## src/rtl/seq_detector_param.sv

```systemverilog
// Parametrised serial pattern detector (Mealy). Optional saturating match
// counter is enabled by defining SEQDET_MATCH_COUNT_EN.
module seq_detector_param #(
  parameter int unsigned    N       = 4,
  parameter logic [N-1:0]   PATTERN = 4'b1001,
  parameter bit             OVERLAP = 1'b0,
  parameter int unsigned    CNT_W   = 8
) (
  input  logic                 clk,
  input  logic                 reset,
  input  logic                 en,
  input  logic                 x,
  output logic                 y,
`ifdef SEQDET_MATCH_COUNT_EN
  output logic [CNT_W-1:0]     match_cnt,
`endif
  output logic [((N < 2) ? 1 : $clog2(N))-1:0] progress
);

  localparam int unsigned S_W    = (N < 2) ? 1 : $clog2(N);
  localparam int unsigned NUM_ST = 2 ** S_W;

  if (N < 2 || N > 16) begin : g_bad_n
    $error("seq_detector_param: N must be in 2..16");
  end
  if (CNT_W < 1) begin : g_bad_cnt
    $error("seq_detector_param: CNT_W must be at least 1");
  end

  // Next state for state s on input bit b, evaluated at elaboration (KMP automaton).
  function automatic int unsigned kmp_next(int unsigned s, int unsigned b);
    logic [16:0] seq;
    int unsigned len;
    int unsigned best;
    logic        ok;
    seq = '0;
    for (int unsigned j = 0; j < s; j++) seq[j] = PATTERN[N-1-j];
    seq[s] = b[0];
    if (seq[s] == PATTERN[N-1-s]) begin
      if (s < N - 1) return s + 1;
      if (!OVERLAP) return 0;
    end
    // Longest proper prefix of the pattern that is a suffix of the observed string.
    len  = s + 1;
    best = 0;
    for (int unsigned k = 1; k < len; k++) begin
      ok = 1'b1;
      for (int unsigned j = 0; j < k; j++)
        if (seq[len-k+j] != PATTERN[N-1-j]) ok = 1'b0;
      if (ok) best = k;
    end
    return best;
  endfunction

  logic [S_W-1:0] tbl [NUM_ST][2];
  logic [S_W-1:0] s;

  // Unused encodings above N-1 fall back to state 0.
  for (genvar i = 0; i < NUM_ST; i++) begin : g_st
    for (genvar b = 0; b < 2; b++) begin : g_b
      if (i < N) begin : g_valid
        assign tbl[i][b] = S_W'(kmp_next(i, b));
      end else begin : g_unused
        assign tbl[i][b] = '0;
      end
    end
  end

  always_ff @(posedge clk or posedge reset) begin
    if (reset)   s <= '0;
    else if (en) s <= tbl[s][x];
  end

  assign progress = s;
  assign y        = en & ~reset & (s == S_W'(N - 1)) & (x == PATTERN[0]);

`ifdef SEQDET_MATCH_COUNT_EN
  // Saturating count of completed matches.
  always_ff @(posedge clk or posedge reset) begin
    if (reset)                     match_cnt <= '0;
    else if (y && match_cnt != '1) match_cnt <= match_cnt + CNT_W'(1);
  end
`endif

endmodule

```

## config.mk

```make
export PLATFORM = sky130hd
export DESIGN_NAME = seq_detector_param
export DESIGN_NICKNAME = d
export VERILOG_FILES = /design/src/rtl/seq_detector_param.sv
export SDC_FILE = /design/constraint.sdc
export NUM_CORES = 1
export LEC_CHECK = 0
export ABC_AREA = 0
export CELL_PAD_IN_SITES_DETAIL_PLACEMENT = 1
export CELL_PAD_IN_SITES_GLOBAL_PLACEMENT = 2
export CORE_AREA = 2 2 39 41
export DETAILED_ROUTE_END_ITERATION = 8
export DIE_AREA = 0 0 41 43
export PLACE_DENSITY_LB_ADDON = 0.15
export SETUP_SLACK_MARGIN = 0.15
export SYNTH_ARGS = -nofsm -noshare
export SYNTH_HDL_FRONTEND = slang
export SYNTH_SLANG_ARGS = --single-unit
```

## constraint.sdc

```tcl
create_clock -name clk -period 2.7 [get_ports clk]
set_input_delay 0.54 -clock clk [delete_from_list [all_inputs] [get_ports clk]]
set_output_delay 0.54 -clock clk [all_outputs]
set_load 0.02 [all_outputs]
```

-- Word level (Yosys, flattened, before mapping)
Cells that the tools add are included.
- output and inout bits: 3
- input port bits: 4
- word-level logic and storage cells: 16
- register bits after elaboration: 2
- multiplexer cells: 6
- bitwise operators: 6
- equality and inequality tests: 1
- magnitude comparators: 2
- operators by type and width (cell ; number):
    4-bit binary-select mux with 2-bit select ; 1
    4-bit two-way mux ; 2
    2-bit two-way mux ; 3
    1-bit bitwise AND ; 3
    3-bit greater-or-equal comparator (second input constant) ; 1
    2-bit inverter with 3-bit output ; 1
    2-bit equality test (second input constant) ; 1
    2-bit greater-or-equal comparator (second input constant) ; 1
    1-bit inverter with 2-bit output ; 1
    1-bit inverter ; 1

-- Depth between registers and ports, before layout
- depth in word-level cells: 7
- depth in mapped cells: 3
- depth with buffers taken out: 3

-- Worst setup path before layout
OpenSTA, ideal clock, no wires.
- path kind: reg-to-output
- start: register s[1] (netlist: progress[1])
- end: output y
- stages on the path, launching flop included: 3
- path buffers: 0
- data required time: 2.160 ns
- data arrival time: 0.946 ns
- setup slack: 1.214 ns
- cell sequence: dfrtp_1 -> ha_1 -> and4_1
- longest elaborated chain between the ends: 3
- ends and longest elaborated chain (what ; line ; RTL):
    start, declared ; 56 ; logic [S_W-1:0] s;
    start signal, assigned ; 71 ; else if (en) s <= tbl[s][x];
    2-bit equality test ; 75 ; assign y = en & ~reset & (s == S_W'(N - 1)) & (x == PATTERN[0]);
    1-bit bitwise AND (2 in series) ; 75 ;
    end, declared ; 13 ; output logic y,
Every way passes these cells.

-- Worst setup path after layout
- start: input en
- end: output y
- longest elaborated chain between the ends: 3
- ends and longest elaborated chain (what ; line ; RTL):
    start, declared ; 11 ; input logic en,
    1-bit bitwise AND (3 in series) ; 75 ;
Every way passes these cells.

==> flow_metrics.env <==
export IMPL_status="complete, no violations"
export IMPL_powerDensity_mw_per_mm2=698.7
export IMPL_vias=117
export IMPL_io_buffer_count=6
export IMPL_switching_share_pct=28.75
export IMPL_cts_resized_gates=0
export IMPL_synth_seq_cells=2
export IMPL_fin_crit_sh_pct=88.89
export IMPL_crit_cells=3
export IMPL_grt_pass1_vias=120
export IMPL_antenna_found_initial=0
export IMPL_path_max_fanout=5
export IMPL_avgSynthCellArea_um2=9.488
export IMPL_crit_path_end_kind="primary output"
export IMPL_totalPowerFinal_mw=0.1512
export IMPL_die_width_um=41
export IMPL_num_nets_final=28
export IMPL_worstSetupStartpointType="input port"
export IMPL_slowest_stage="clkdlybuf4s50_1"
export IMPL_rows=14
export IMPL_h_tree_depth=1
export IMPL_power_frac_comb_pct=27.3
export IMPL_ys_seq_area_share_pct=43.96
export IMPL_grt_overflow_total=0
export IMPL_worst_r2r_path_depth=3
export IMPL_tightest_slew_ps=217.2
export IMPL_cp_num_buf_inv=2
export IMPL_synthToLayoutAreaGrowth_pct=90.11
export IMPL_postLayoutCoreUtil_pct=15.64
export IMPL_drtPass1Iterations=2
export IMPL_grt_max_degree=6
export IMPL_cts_setup_buffers=0
export IMPL_drc=0
export IMPL_skew_ps=1.372
export IMPL_place_ws_ps=298.9
export IMPL_power_share_clock_pct=44.3
export IMPL_tns_ps=0
export IMPL_fin_crit_ps=2400
export IMPL_dp_cells=34
export IMPL_syn_area_um2=113.9
export IMPL_required_ps=2160
export IMPL_cp_slowest_stage_delay_ps=600
export IMPL_cts_root_buf="clkbuf_4"
export IMPL_cts_tree="yes"
export IMPL_antennaDiodeCount=0
export IMPL_grt_pass1_wl_um=489
export IMPL_switching_power_mw=0.04347
export IMPL_p_leak_nw=0.09126
export IMPL_grt_usage_pct=4.915
export IMPL_ctsLongestPathBuffers=2
export IMPL_largest_register_ffs=2
export IMPL_cp_arrival_ps=1860
export IMPL_cts_sinks=2
export IMPL_finalSetupViolCount=0
export IMPL_place_congestion=0.6041
export IMPL_drt_iter0_drc=1
export IMPL_ctsHoldBuffers=0
export IMPL_yosys_warnings=0
export IMPL_worstPathCellList="clkdlybuf4s50_1 -> and4_1 -> clkdlybuf4s50_1"
export IMPL_routed_via_density=3.162
export IMPL_cts_buffers=3
export IMPL_slew_violations=0
export IMPL_ys_types=9
export IMPL_path_clk_slew_ps=30
export IMPL_drv_cap=0
export IMPL_io_pins=7
export IMPL_clk_latency_ps=230
export IMPL_cpMostUsedCell="clkdlybuf4s50_1"
export IMPL_drive_gt1_share_pct=14.29
export IMPL_fmax_ghz=0.4167
export IMPL_wl_per_cell_um=8.216
export IMPL_path_delay_family="buffers and inverters"
export IMPL_relSlewSlack_pct=85.47
export IMPL_synthCells=12
export IMPL_start_util_pct=8.228
export IMPL_instances_no_fill=37
export IMPL_ir_worst_vdd_mv=0.2057
export IMPL_die_h_um=43
export IMPL_p_seq_share_pct=28.4
export IMPL_p_int_mw=0.1078
export IMPL_hold_violations=0
export IMPL_core_area_mm2=0.001384
export IMPL_antenna_left=0
export IMPL_wirelength_um=304
export IMPL_hold_path_class="in2async"
export IMPL_grt_setup_unrepaired="no"
export IMPL_syn_num_nets=17
export IMPL_layout_setup_ws_ps=299.9
export IMPL_criticalPathCategory="in2out"
export IMPL_dieArea_mm2=0.001763
==> cells in the final DEF, fill, tap and decap left out <==
cell             instances
clkdlybuf4s50_1          6
clkbuf_4                 3
inv_1                    2
nand2b_1                 2
dfrtp_1                  2
nand3b_1                 1
o21ai_0                  1
nor2_1                   1
a31oi_1                  1
and4_1                   1
ha_1                     1
==> power by group through the flow <==
| stage | clock network, mW | logic, mW | registers [mW] |
|---|---|---|---|
| 3_3_place_gp | 0 | 0.0419 | 0.0438 |
| 2_1_floorplan | 0 | 0.0132 | 0.0499 |
| 6_report | 0.0670 | 0.0412 | 0.0430 |
| 5_1_grt | 0.0790 | 0.0474 | 0.0441 |
| 4_1_cts | 0.0718 | 0.0419 | 0.0434 |
| 3_5_place_dp | 0 | 0.0416 | 0.0439 |
==> final cells by class <==
| type | count | area [µm²] |
|---|---|---|
| Clock buffer | 3 | 22.52 |
| Fill cell | 157 | 1167 |
| Inverter | 2 | 7.507 |
| Multi-Input combinational cell | 8 | 56.30 |
| Sequential cell | 2 | 50.05 |
| Tap cell | 16 | 20.02 |
| Timing Repair Buffer | 6 | 60.06 |
==> cells in the mapped netlist (all sizes together) <==
master | instances | area share, %
ha | 1 | 11
inv | 2 | 6.6
o21ai | 1 | 4.4
nand3b | 1 | 6.6
dfrtp | 2 | 44
nand2b | 2 | 11
and4 | 1 | 7.7
a31oi | 1 | 5.5
nor2 | 1 | 3.3
==> kinds of logic after synthesis <==
logic type               synth area share [%]
AND/OR/NAND/NOR                         28.57
AO/OA/AOI/OAI                           9.889
buffers and inverters                   6.596
flip-flops                              43.96
adder cells (fa/ha/maj)                 10.99
==> worst reg2reg max path, stage by stage (launching register included) <==
cell      delay (ps)
dfrtp_1          410
ha_1             280
nand3b_1          80
o21ai_0           90
==> path summary, 6_finish.rpt <==
check	start	endpoint	slack, ps
setup / recovery	en	y	300
hold / removal	reset	progress[0]	480
hold reg to reg	progress[0]	progress[0]	580
min in group clk	progress[0]	progress[0]	580
max in group asynchronous	reset	progress[1]	2100
setup reg to reg	progress[1]	progress[1]	1720
==> layer usage <==
layer	GRT usage, %	up-vias	part of all wire [%]	wire length [µm]
li1	-	59	-	-
met1	5.769	48	42	129
met2	4.688	8	34	104
met3	2.094	2	18	56
met4	8.000	0	4.6	14
met5	0	-	0	0
==> per-stage QoR <==
step	area (µm²)	hold slack (ps)
2_1_floorplan	113.9	286.6
3_3_place_gp	193.9	590.2
3_5_place_dp	193.9	581.8
4_1_cts	216.5	468.9
5_1_grt	216.5	465.3
6_report	216.5	475.5
Power figures use the tool's default switching activity.
